==> src/rtl/tt_coverage_map.sv <==
// Set/clear bitmap of checked vectors with a look-ahead all-ones detect.
// Map updates one cycle after set/clr; full_nxt is combinational; no backpressure.
module tt_coverage_map #(
  parameter int IDX_W = 3
) (
  input  logic                    clk,
  input  logic                    rst_n,
  input  logic                    clr,
  input  logic                    set_en,
  input  logic [IDX_W-1:0]        set_idx,
  output logic [(1<<IDX_W)-1:0]   map,
  output logic                    full_nxt
);

  logic [(1<<IDX_W)-1:0] map_nxt;

  // Clear takes priority so a restart drops any coincident set.
  always_comb begin
    map_nxt = map;
    if (clr) begin
      map_nxt = '0;
    end else if (set_en) begin
      map_nxt[set_idx] = 1'b1;
    end
  end

  assign full_nxt = &map_nxt;

  always_ff @(posedge clk or negedge rst_n) begin
    if (!rst_n) begin
      map <= '0;
    end else begin
      map <= map_nxt;
    end
  end

endmodule

==> config.mk <==
export PLATFORM = sky130hd
export DESIGN_NAME = tt_coverage_map
export DESIGN_NICKNAME = d
export VERILOG_FILES = /design/src/rtl/tt_coverage_map.sv
export SDC_FILE = /design/constraint.sdc
export NUM_CORES = 1
export LEC_CHECK = 0
export CORE_AREA = 4 4 41 43
export CTS_CLUSTER_DIAMETER = 60
export DETAILED_ROUTE_END_ITERATION = 12
export DIE_AREA = 0 0 45 47
export PLACE_DENSITY_LB_ADDON = 0.25
export SKIP_CTS_REPAIR_TIMING = 1
export SLEW_MARGIN = 20
export SYNTH_ARGS = -nofsm -noshare
export SYNTH_HDL_FRONTEND = slang
export SYNTH_SLANG_ARGS = --single-unit
==> constraint.sdc <==
create_clock -name clk -period 2.95 [get_ports clk]
set_input_delay 0.4425 -clock clk [delete_from_list [all_inputs] [get_ports clk]]
set_output_delay 0.4425 -clock clk [all_outputs]
set_load 0.005 [all_outputs]
### Word-level counts from Yosys, hierarchy flattened

Cells that the tools add are included.

* output and inout port bits: 9
* bits in registers: 8
* input port bits: 7

* reduce and logical (&&, ||, !) cells: 2
* $lt $le $gt $ge: 2
* bitwise logic cells: 1
* muxes and demuxes: 4

Operators by type and width (count)
* 8-bit two-way mux: 2
* 8-bit OR: 1
* 8-bit AND reduction: 1
* 3-bit by 4-bit < comparator with 1-bit output, second input constant: 1
* 1-bit demux with 3-bit select: 1
* 3-bit by 1-bit >= comparator with 1-bit output, second input constant: 1
* 1-bit logical AND: 1
* 1-bit two-way mux: 1

### Depth between registers and ports, before layout

Gate-level depths: netlist (run 1).

* depth after elaboration: 8
* depth in mapped cells: 5
* gate-level depth less buffers: 4

### Least setup slack after synthesis (run 1)

Ideal clock, no wire load.

* path kind: in2out
* from: in set_idx[0]
* to: out full_nxt
* stages on the path: 5
* required time: 2.508 ns
* path slack: 1.145 ns
* data arrival time: 1.363 ns
* cell sequence: buf_6 -> mux2_4 -> a32oi_1 -> or3_1 -> nor4_2

* word-level cells in the longest chain between the ends: 8
* elaborated cells on any way between the ends: 9
* classes of those cells: order compare: 2; mux: 4; bitwise: 1; reduce/logical: 2

RTL lines
* start, declared: line 10 `input logic [IDX_W-1:0] set_idx,`
* 3-bit by 4-bit < comparator with 1-bit output (implied by the code) or 3-bit by 1-bit >= comparator with 1-bit output (tied branches): line 23 `map_nxt[set_idx] = 1'b1;`
* 1-bit logical AND (implied by the code): line 23
* 1-bit two-way mux (implied by the code): line 23
* 1-bit demux with 3-bit select (*): line 23
* 8-bit OR (no line) (*)
* 8-bit two-way mux (*): line 22 `end else if (set_en) begin`
* 8-bit two-way mux (*): line 20 `if (clr) begin`
* 8-bit AND reduction (*): line 27 `assign full_nxt = &map_nxt;`
* end, declared: line 12 `output logic full_nxt`

Mark *: on every way between the ends. The rest lies on a longest branch, timed or not.

### Worst setup path after layout (run 1)

* from: in set_en
* to: out full_nxt

* word-level cells in the longest chain between the ends: 3

RTL lines
* start, declared: line 9 `input logic set_en,`
* 8-bit two-way mux: line 22
* 8-bit two-way mux: line 20
* 8-bit AND reduction: line 27

No other way between the ends.

==> summary.txt, run 1 <==
Status
  • Status: finished, final reports clean

Synthesis
  • Cell taking the most area after synthesis: dfrtp_1
  • Yosys warns: 0
  • Synth unique cells: 18
  • Top cell type's share of synthesized area: 49.8%
  • Top-count cell post-synth: nor2_1
  • Commonest cells post-synth: 10 x nor2_1, 8 x dfrtp_1, 3 x a41oi_1, 3 x inv_1
  • Share of the yosys chip area belonging to registers: 49.8%
  • Asr flop ratio synth: 100%
  • Number of enable flip-flop cells after synthesis: 0
  • Mapped Cells: 40
  • Synth area leaders: dfrtp_1 50%, nor2_1 9.3%, a41oi_1 6.5%
  • Post-Syn Nets: 47
  • Avg Inst Size Synth: 10.0 sq um
  • Synthesized area: 402 sq um
  • Top_reg_cell synth: dfrtp_1
  • Yosys reg bits: 8

CTS
  • TritonCTS buffer count: 3
  • Clock Tree Buf Depth: 2
  • CTS clk-pin slew, worst paths: 60 ps
  • TritonCTS clock tree: built
  • Clk Latency, worst-skew pair: 260 ps
  • Clock sinks: 8
  • H-tree depth: 1
  • Clk root buf: clkbuf_4

Final layout
  • Fillers: 139
  • Share of cells above drive strength 1: 15.3%
  • Max reg flops: 8
  • Footprint of the multi-input gates: 175 sq um
  • Area growth syn-to-layout: 49.5%
  • Ant diodes: 0
  • Storage cell area: 200 sq um
  • Top reg by flops: map
  • Nets@finish: 68
  • Largest regs: map x8

GRT
  • First-pass GRT wire length: 1530 um
  • Vias in the first global route: 345
  • Initial antenna violation count: 0
  • Total grt overflow: 0
  • Largest net degree at the start of global routing: 9
  • GRT Total Usage: 10.5%

Routing
  • Vias per inst: 4.96
  • Total Wirelength: 960 um
  • First-pass iteration count of the detailed router: 5
  • ANT nets after route: 0
  • Final routed DRC violation total: 0
  • Via count: 367
  • Drt initial violations: 3
  • Mean routed wirelength per cell: 13.0 um

Worst setup path
  • CP endpoint kind: output pin
  • WS Path Type: in2out
  • Required time of the critical path: 2510 ps
  • Startpoint Class: input pin
  • WP data arrival: 2380 ps
  • CP Max Fanout: 5

Die
  • Die Span Y: 47 um
  • Die area: 2120 sq um
  • Core Area: 1300 sq um
  • FP Rows: 13
  • Initial core utilization: 30.9%
  • Die width: 45 um
  • Io pins: 16

Pwr
  • Pleak: 0.254 nW
  • Design Power: 240 uW
  • VDD IR-drop max: 0.000272 V
  • Pwr dens: 400 nW/um^2

Place
  • GP Congestion: 0.805
  • Post-DP HPWL: 716 um
  • DP Worst Slack: 145 ps
  • Port Buf Inserts: 15

STA
  • Final worst slack: 128 ps
  • Count of final hold-check violations: 0
  • Setup tns final: 0 ps
  • Worst Skew: 0 ps
  • Period utilisation layout: 95.7%
  • RSZ-0062 raised after global routing: no
  • Max-slew violations: 0
  • Max Fclk: 354 MHz
  • Final setup viols: 0
  • Worst-margin pin slew: 355 ps
  • Final Critical Period: 2820 ps
  • Max-slew headroom: 76.2%

Run
  • Max-Cap Viols: 0

Min path
  • Hold WC Path Type: in2async
## power by group
part | internal, mW | switching (mW) | total, mW
Sequential | 0.113 | 0.00320 | 0.117
Combinational | 0.0219 | 0.0167 | 0.0387
Clock | 0.0466 | 0.0382 | 0.0848
## metrics by stage
step / instances / hold slack [ps] / area (sq um) / util (%)
final: 74 / 458 / 601 / 46.2
after global routing: 74 / 490 / 601 / 46.2
after CTS: 74 / 474 / 601 / 46.2
after detailed placement: 71 / 525 / 578 / 44.4
after global placement: 71 / 523 / 578 / 44.4
after floorplan: 40 / 147 / 402 / -
## final timing paths
path	start	endpoint	slack (ps)	cells past startpoint
max in group asynchronous	rst_n	map[7]$_DFF_PN0_	2230	1
worst max register to register	map[7]$_DFF_PN0_	map[7]$_DFF_PN0_	2140	2
min in group clk	map[7]$_DFF_PN0_	map[7]$_DFF_PN0_	540	2
worst min-delay path	rst_n	map[1]$_DFF_PN0_	460	1
worst max-delay path	set_en	full_nxt	130	6
worst min register to register	map[7]$_DFF_PN0_	map[7]$_DFF_PN0_	540	2
## area by class of cell
cell class	instances	area share, %
clock buffers	3	3.75
inverters	3	1.88
multi-input cells	27	29.2
flip-flops and latches	8	33.3
well taps	15	3.13
repair buffers	18	28.8
## routing by layer
metal	vias to the layer above	wire (um)	global-route usage, %
met1	169	478	13.5
li1	184	-	-
met2	14	388	14.7
met3	0	93	7.28
met5	-	0	0
met4	0	0	1.75
## critical path, cell delays in order
cell and delay [ps]:
clkdlybuf4s50_1 540, and2b_1 200, a32oi_1 110, or3_1 330, nor4_2 210, clkdlybuf4s50_1 540
## kinds of logic after synthesis
group | count (synthesis) | share of synthesized area, %
and+or+nand+nor | 15 | 18.7
AOI/OAI and AO/OA | 10 | 18.4
DFF | 8 | 49.8
buffers and inverters | 5 | 6.54
muxes | 2 | 6.54
## cells in the final DEF, fill, tap and decap left out, types with 2 or more instances in the layout
master / instances
clkdlybuf4s50_1: 15
nor2_1: 10
dfrtp_1: 8
a41oi_1: 3
inv_1: 3
clkbuf_4: 3
buf_4: 3
a31oi_1: 2
a21oi_1: 2
No activity file was read; power rests on OpenSTA's default activity.
==> inputs of run 2 (changes only) <==
--- a/config.mk
+++ b/config.mk
@@ -9,7 +9,9 @@
 export CTS_CLUSTER_DIAMETER = 60
 export DETAILED_ROUTE_END_ITERATION = 12
 export DIE_AREA = 0 0 45 47
+export GPL_TIMING_DRIVEN = 0
 export PLACE_DENSITY_LB_ADDON = 0.25
+export REMOVE_ABC_BUFFERS = 1
 export SKIP_CTS_REPAIR_TIMING = 1
 export SLEW_MARGIN = 20
 export SYNTH_ARGS = -nofsm -noshare
==> constraint.sdc (replaced) <==
create_clock -name clk -period 2.46 [get_ports clk]
set_input_delay 0.369 -clock clk [delete_from_list [all_inputs] [get_ports clk]]
set_output_delay 0.369 -clock clk [all_outputs]
set_load 0.005 [all_outputs]
==> run 2 against run 1 <==
- sequential share of layout area increased by 0.78 points
- sequential power increased by 20%
- clock power increased by 18%
- worst setup slack improved by 60 ps
- utilization decreased by 1.1 points
- sequential cell count unchanged
- non-clock buffer count decreased by 3
- first-iteration DRC count increased by 130%
- hold slack got worse by 60 ps
- combinational power increased by 9.6%
- critical path type unchanged
- largest cell class unchanged
- highest routed layer is now met4
==> summary.txt, run 2 (synthesis results as in run 1) <==
Status
  • Status: finished, final reports clean

Worst setup path
  • WP data arrival: 1900 ps
  • CP Max Fanout: 5
  • CP endpoint kind: output pin
  • Startpoint Class: input pin
  • WS Path Type: in2out
  • Required time of the critical path: 2090 ps

GRT
  • First-pass GRT wire length: 1460 um
  • Met2 Use GR: 15.5%
  • Initial antenna violation count: 0
  • Busiest grt layer: met2
  • Total grt overflow: 0
  • Met3 global-route usage: 3.07%
  • Vias in the first global route: 361
  • Largest net degree at the start of global routing: 10
  • M1 GR Usage: 11.4%
  • GRT Total Usage: 9.87%

Place
  • GP Congestion: 0.780
  • Port Buf Inserts: 15
  • Post-DP HPWL: 671 um

STA
  • Max-slew violations: 0
  • Max-slew headroom: 75.3%
  • Count of final hold-check violations: 0
  • Final hold slack: 398 ps
  • RSZ-0062 raised after global routing: no
  • Worst Skew: 0 ps
  • Worst-margin pin slew: 370 ps
  • Period utilisation layout: 92.3%
  • Max Fclk: 440 MHz
  • Final Critical Period: 2270 ps
  • Final setup viols: 0
  • Setup tns final: 0 ps

Routing
  • Final routed DRC violation total: 0
  • First-pass iteration count of the detailed router: 4
  • Mean routed wirelength per cell: 12.6 um
  • Drt initial violations: 7
  • ANT nets after route: 0
  • Via count: 372
  • Vias per inst: 5.24
  • Total Wirelength: 894 um

Die
  • Initial core utilization: 30.9%
  • FP Rows: 13
  • Die width: 45 um
  • Io pins: 16
  • Core Area: 1300 sq um
  • Die Span Y: 47 um
  • Die area: 2120 sq um

CTS
  • TritonCTS clock tree: built
  • TritonCTS buffer count: 3
  • H-tree depth: 1
  • Clock Tree Buf Depth: 2
  • Clk root buf: clkbuf_4
  • Clock sinks: 8
  • Clk Latency, worst-skew pair: 250 ps
  • CTS clk-pin slew, worst paths: 50 ps

Final layout
  • Most frequent cells in the layout: 12 x clkdlybuf4s50_1, 10 x nor2_1, 8 x dfrtp_1
  • Top reg by flops: map
  • Area growth syn-to-layout: 46.1%
  • Ant diodes: 0
  • Largest regs: map x8
  • Nets@finish: 65
  • Share of cells above drive strength 1: 12.5%
  • Fillers: 125
  • Max reg flops: 8
  • Most common cell after layout, fill and taps aside: clkdlybuf4s50_1

Pwr
  • Pwr dens: 481 nW/um^2
  • VDD IR-drop max: 0.000251 V
  • Pleak: 0.277 nW

Min path
  • Hold WC Path Type: in2async

Run
  • Max-Cap Viols: 0
[run 2: where the power goes]
part	switching, mW	leakage [nW]	internal (mW)	total (mW)
combinational	0.0193	0.153	0.0231	0.0424
sequential	0.00364	0.110	0.136	0.140
clock	0.0441	0.0138	0.0558	0.0999
[run 2: cell type report]
cell class	instances	area (sq um)	area share, %
clock buffers	3	22.5	3.84
well taps	15	18.8	3.20
flip-flops and latches	8	200	34.1
multi-input cells	27	176	30.1
inverters	3	11.3	1.92
repair buffers	15	158	26.9
[run 2: per-layer routing]
layer | routed length (um) | share of wire (%) | vias to the layer above
met1 | 402 | 45 | 177
met3 | 75 | 8.4 | 2
met2 | 394 | 44 | 15
met4 | 21 | 2.3 | 0
li1 | - | - | 178
met5 | 0 | 0 | -
[run 2: per-stage QoR]
stage          utilization [%]  setup slack (ps)  total power, mW  cells  instance area [sq um]
2_1_floorplan                -               874            0.155     38                    387
3_3_place_gp              42.7              -351            0.185     68                    556
4_1_cts                   44.4              -339            0.288     71                    578
5_1_grt                   45.1               103            0.298     71                    587
6_report                  45.1               188            0.282     71                    587
3_5_place_dp              42.7              -320            0.185     68                    556
[run 2: worst max-delay path, stage by stage]
cell,delay (ps)
clkdlybuf4s50_1,480
and2b_2,270
a32oi_1,90
or3_1,340
nor4_2,200
dlymetal6s2s_1,160
[run 2: final timing paths]
path	startpoint	endpoint	slack (ps)	cells after the start
worst max-delay path	set_idx[2]	full_nxt	190	6
worst min-delay path	rst_n	map[2]$_DFF_PN0_	400	1
worst max register to register	map[7]$_DFF_PN0_	map[7]$_DFF_PN0_	1650	2
worst min register to register	map[4]$_DFF_PN0_	map[4]$_DFF_PN0_	520	2
max in group asynchronous	rst_n	map[5]$_DFF_PN0_	1800	1
min in group clk	map[4]$_DFF_PN0_	map[4]$_DFF_PN0_	520	2
==> inputs of run 3 (changes only) <==
--- a/config.mk
+++ b/config.mk
@@ -5,10 +5,12 @@
 export SDC_FILE = /design/constraint.sdc
 export NUM_CORES = 1
 export LEC_CHECK = 0
-export CORE_AREA = 4 4 41 43
+export CELL_PAD_IN_SITES_DETAIL_PLACEMENT = 0
+export CELL_PAD_IN_SITES_GLOBAL_PLACEMENT = 1
+export CORE_MARGIN = 4
+export CORE_UTILIZATION = 26
 export CTS_CLUSTER_DIAMETER = 60
 export DETAILED_ROUTE_END_ITERATION = 12
-export DIE_AREA = 0 0 45 47
 export GPL_TIMING_DRIVEN = 0
 export PLACE_DENSITY_LB_ADDON = 0.25
 export REMOVE_ABC_BUFFERS = 1
==> run 3 against run 2 <==
- count of clock-buffer cells in the layout unchanged
- highest routed layer is now met3
- sequential cell count stayed put
- total power shrank 0.80%
- hold slack gained 9.6 ps
- sequential share of layout area is the same
==> summary.txt, run 3 (synthesis results as in run 1) <==
Routing
  • ANT nets after route: 0
  • First-pass iteration count of the detailed router: 2
  • Drt initial violations: 2
  • Mean routed wirelength per cell: 13.1 um
  • Total Wirelength: 927 um
  • Via count: 352
  • Final routed DRC violation total: 0
  • Vias per inst: 4.96

GRT
  • First-pass GRT wire length: 1520 um
  • Total grt overflow: 0
  • GRT Total Usage: 10.4%
  • Initial antenna violation count: 0
  • Largest net degree at the start of global routing: 10
  • Vias in the first global route: 355

CTS
  • Clk root buf: clkbuf_4
  • Clock sinks: 8
  • H-tree depth: 1
  • CTS clk-pin slew, worst paths: 50 ps
  • Clock Tree Buf Depth: 2
  • TritonCTS buffer count: 3
  • Clk Latency, worst-skew pair: 250 ps
  • TritonCTS clock tree: built

Die
  • Core Area: 1380 sq um
  • Io pins: 16
  • Die width: 47.3 um
  • FP Rows: 13
  • Die Span Y: 47.3 um
  • Die area: 2240 sq um
  • Initial core utilization: 29.0%

Place
  • Port Buf Inserts: 15
  • GP Congestion: 0.741
  • Post-DP HPWL: 687 um
  • Placed Cells: 68
  • Post-placement cell area: 556 sq um
  • DP Worst Slack: -351 ps

Pwr
  • Design Power: 280 uW
  • Pwr dens: 477 nW/um^2
  • VDD IR-drop max: 0.000294 V
  • Pleak: 0.277 nW

Final layout
  • Most common cell after layout, fill and taps aside: clkdlybuf4s50_1
  • Cell Count, Final, Fillers Out: 71
  • Share of cells above drive strength 1: 12.5%
  • Top reg by flops: map
  • Largest regs: map x8
  • Area growth syn-to-layout: 46.1%
  • Most frequent cells in the layout: 12 x clkdlybuf4s50_1, 10 x nor2_1, 8 x dfrtp_1
  • Fillers: 133
  • Ant diodes: 0
  • Fin area: 587 sq um
  • Max reg flops: 8
  • Nets@finish: 65

Worst setup path
  • Worst path max stage delay: 480 ps
  • Startpoint Class: input pin
  • Crit path max-delay cell type: clkdlybuf4s50_1
  • Required time of the critical path: 2090 ps
  • CP endpoint kind: output pin
  • CP cell instances: clkdlybuf4s50_1 > and2b_2 > a32oi_1 > or3_1 > nor4_2 > dlymetal6s2s_1
  • WP data arrival: 1960 ps
  • CP Max Fanout: 5
  • WS Path Type: in2out

STA
  • Final Critical Period: 2330 ps
  • Final worst slack: 133 ps
  • RSZ-0062 raised after global routing: no
  • Max-slew violations: 0
  • Worst Skew: 0 ps
  • Worst-margin pin slew: 387 ps
  • Max-slew headroom: 74.1%
  • Period utilisation layout: 94.6%
  • Max Fclk: 430 MHz
  • Final setup viols: 0
  • Count of final hold-check violations: 0

Min path
  • Hold WC Path Type: in2async

Run
  • Max-Cap Viols: 0

Status
  • Status: finished, final reports clean
## run 3: cell counts in the layout (fill, tap and decap cells not counted)
Identical to the previous run, type by type.
## run 3: final timing paths
| check | start | to | slack, ps | cells after the start |
|---|---|---|---|---|
| min in group clk | map[4]$_DFF_PN0_ | map[4]$_DFF_PN0_ | 520 | 2 |
| worst max register to register | map[7]$_DFF_PN0_ | map[7]$_DFF_PN0_ | 1630 | 2 |
| worst max-delay path | set_idx[2] | full_nxt | 130 | 6 |
| worst min-delay path | rst_n | map[3]$_DFF_PN0_ | 410 | 1 |
| max in group asynchronous | rst_n | map[7]$_DFF_PN0_ | 1780 | 1 |
| worst min register to register | map[4]$_DFF_PN0_ | map[4]$_DFF_PN0_ | 520 | 2 |
## run 3: final cells by class
cell class / count / area, sq um / share of cell area [%]
multi-input combinational: 27 / 176 / 30.1
tap: 15 / 18.8 / 3.20
clock buffer: 3 / 22.5 / 3.84
inverter: 3 / 11.3 / 1.92
sequential: 8 / 200 / 34.1
timing repair buffer: 15 / 158 / 26.9
## run 3: through the flow
stage | TNS (ps) | hold slack (ps) | util, %
detailed placement | -351 | 515 | 40.2
global placement | -371 | 512 | 40.2
floorplan | 0 | 73.4 | -
finish | 0 | 407 | 42.4
global route | 0 | 418 | 42.4
CTS | -375 | 402 | 41.8
## run 3: report_power, final
part | total [mW] | internal, mW | switching, mW
Sequential | 0.140 | 0.136 | 0.00370
Clock | 0.0970 | 0.0556 | 0.0414
Combinational | 0.0428 | 0.0231 | 0.0197
## run 3: worst max-delay path: cells and delay by family
family	cells	cell delay [ps]
simple gates	3	840
buf+inv	2	640
compound gates	1	100
## run 3: routing by layer
layer	part of all wire, %	vias up	track usage [%]
met4	0	0	4.97
met2	39	17	13.6
met1	51	157	13.2
li1	-	178	-
met3	10	0	6.13
met5	0	-	0
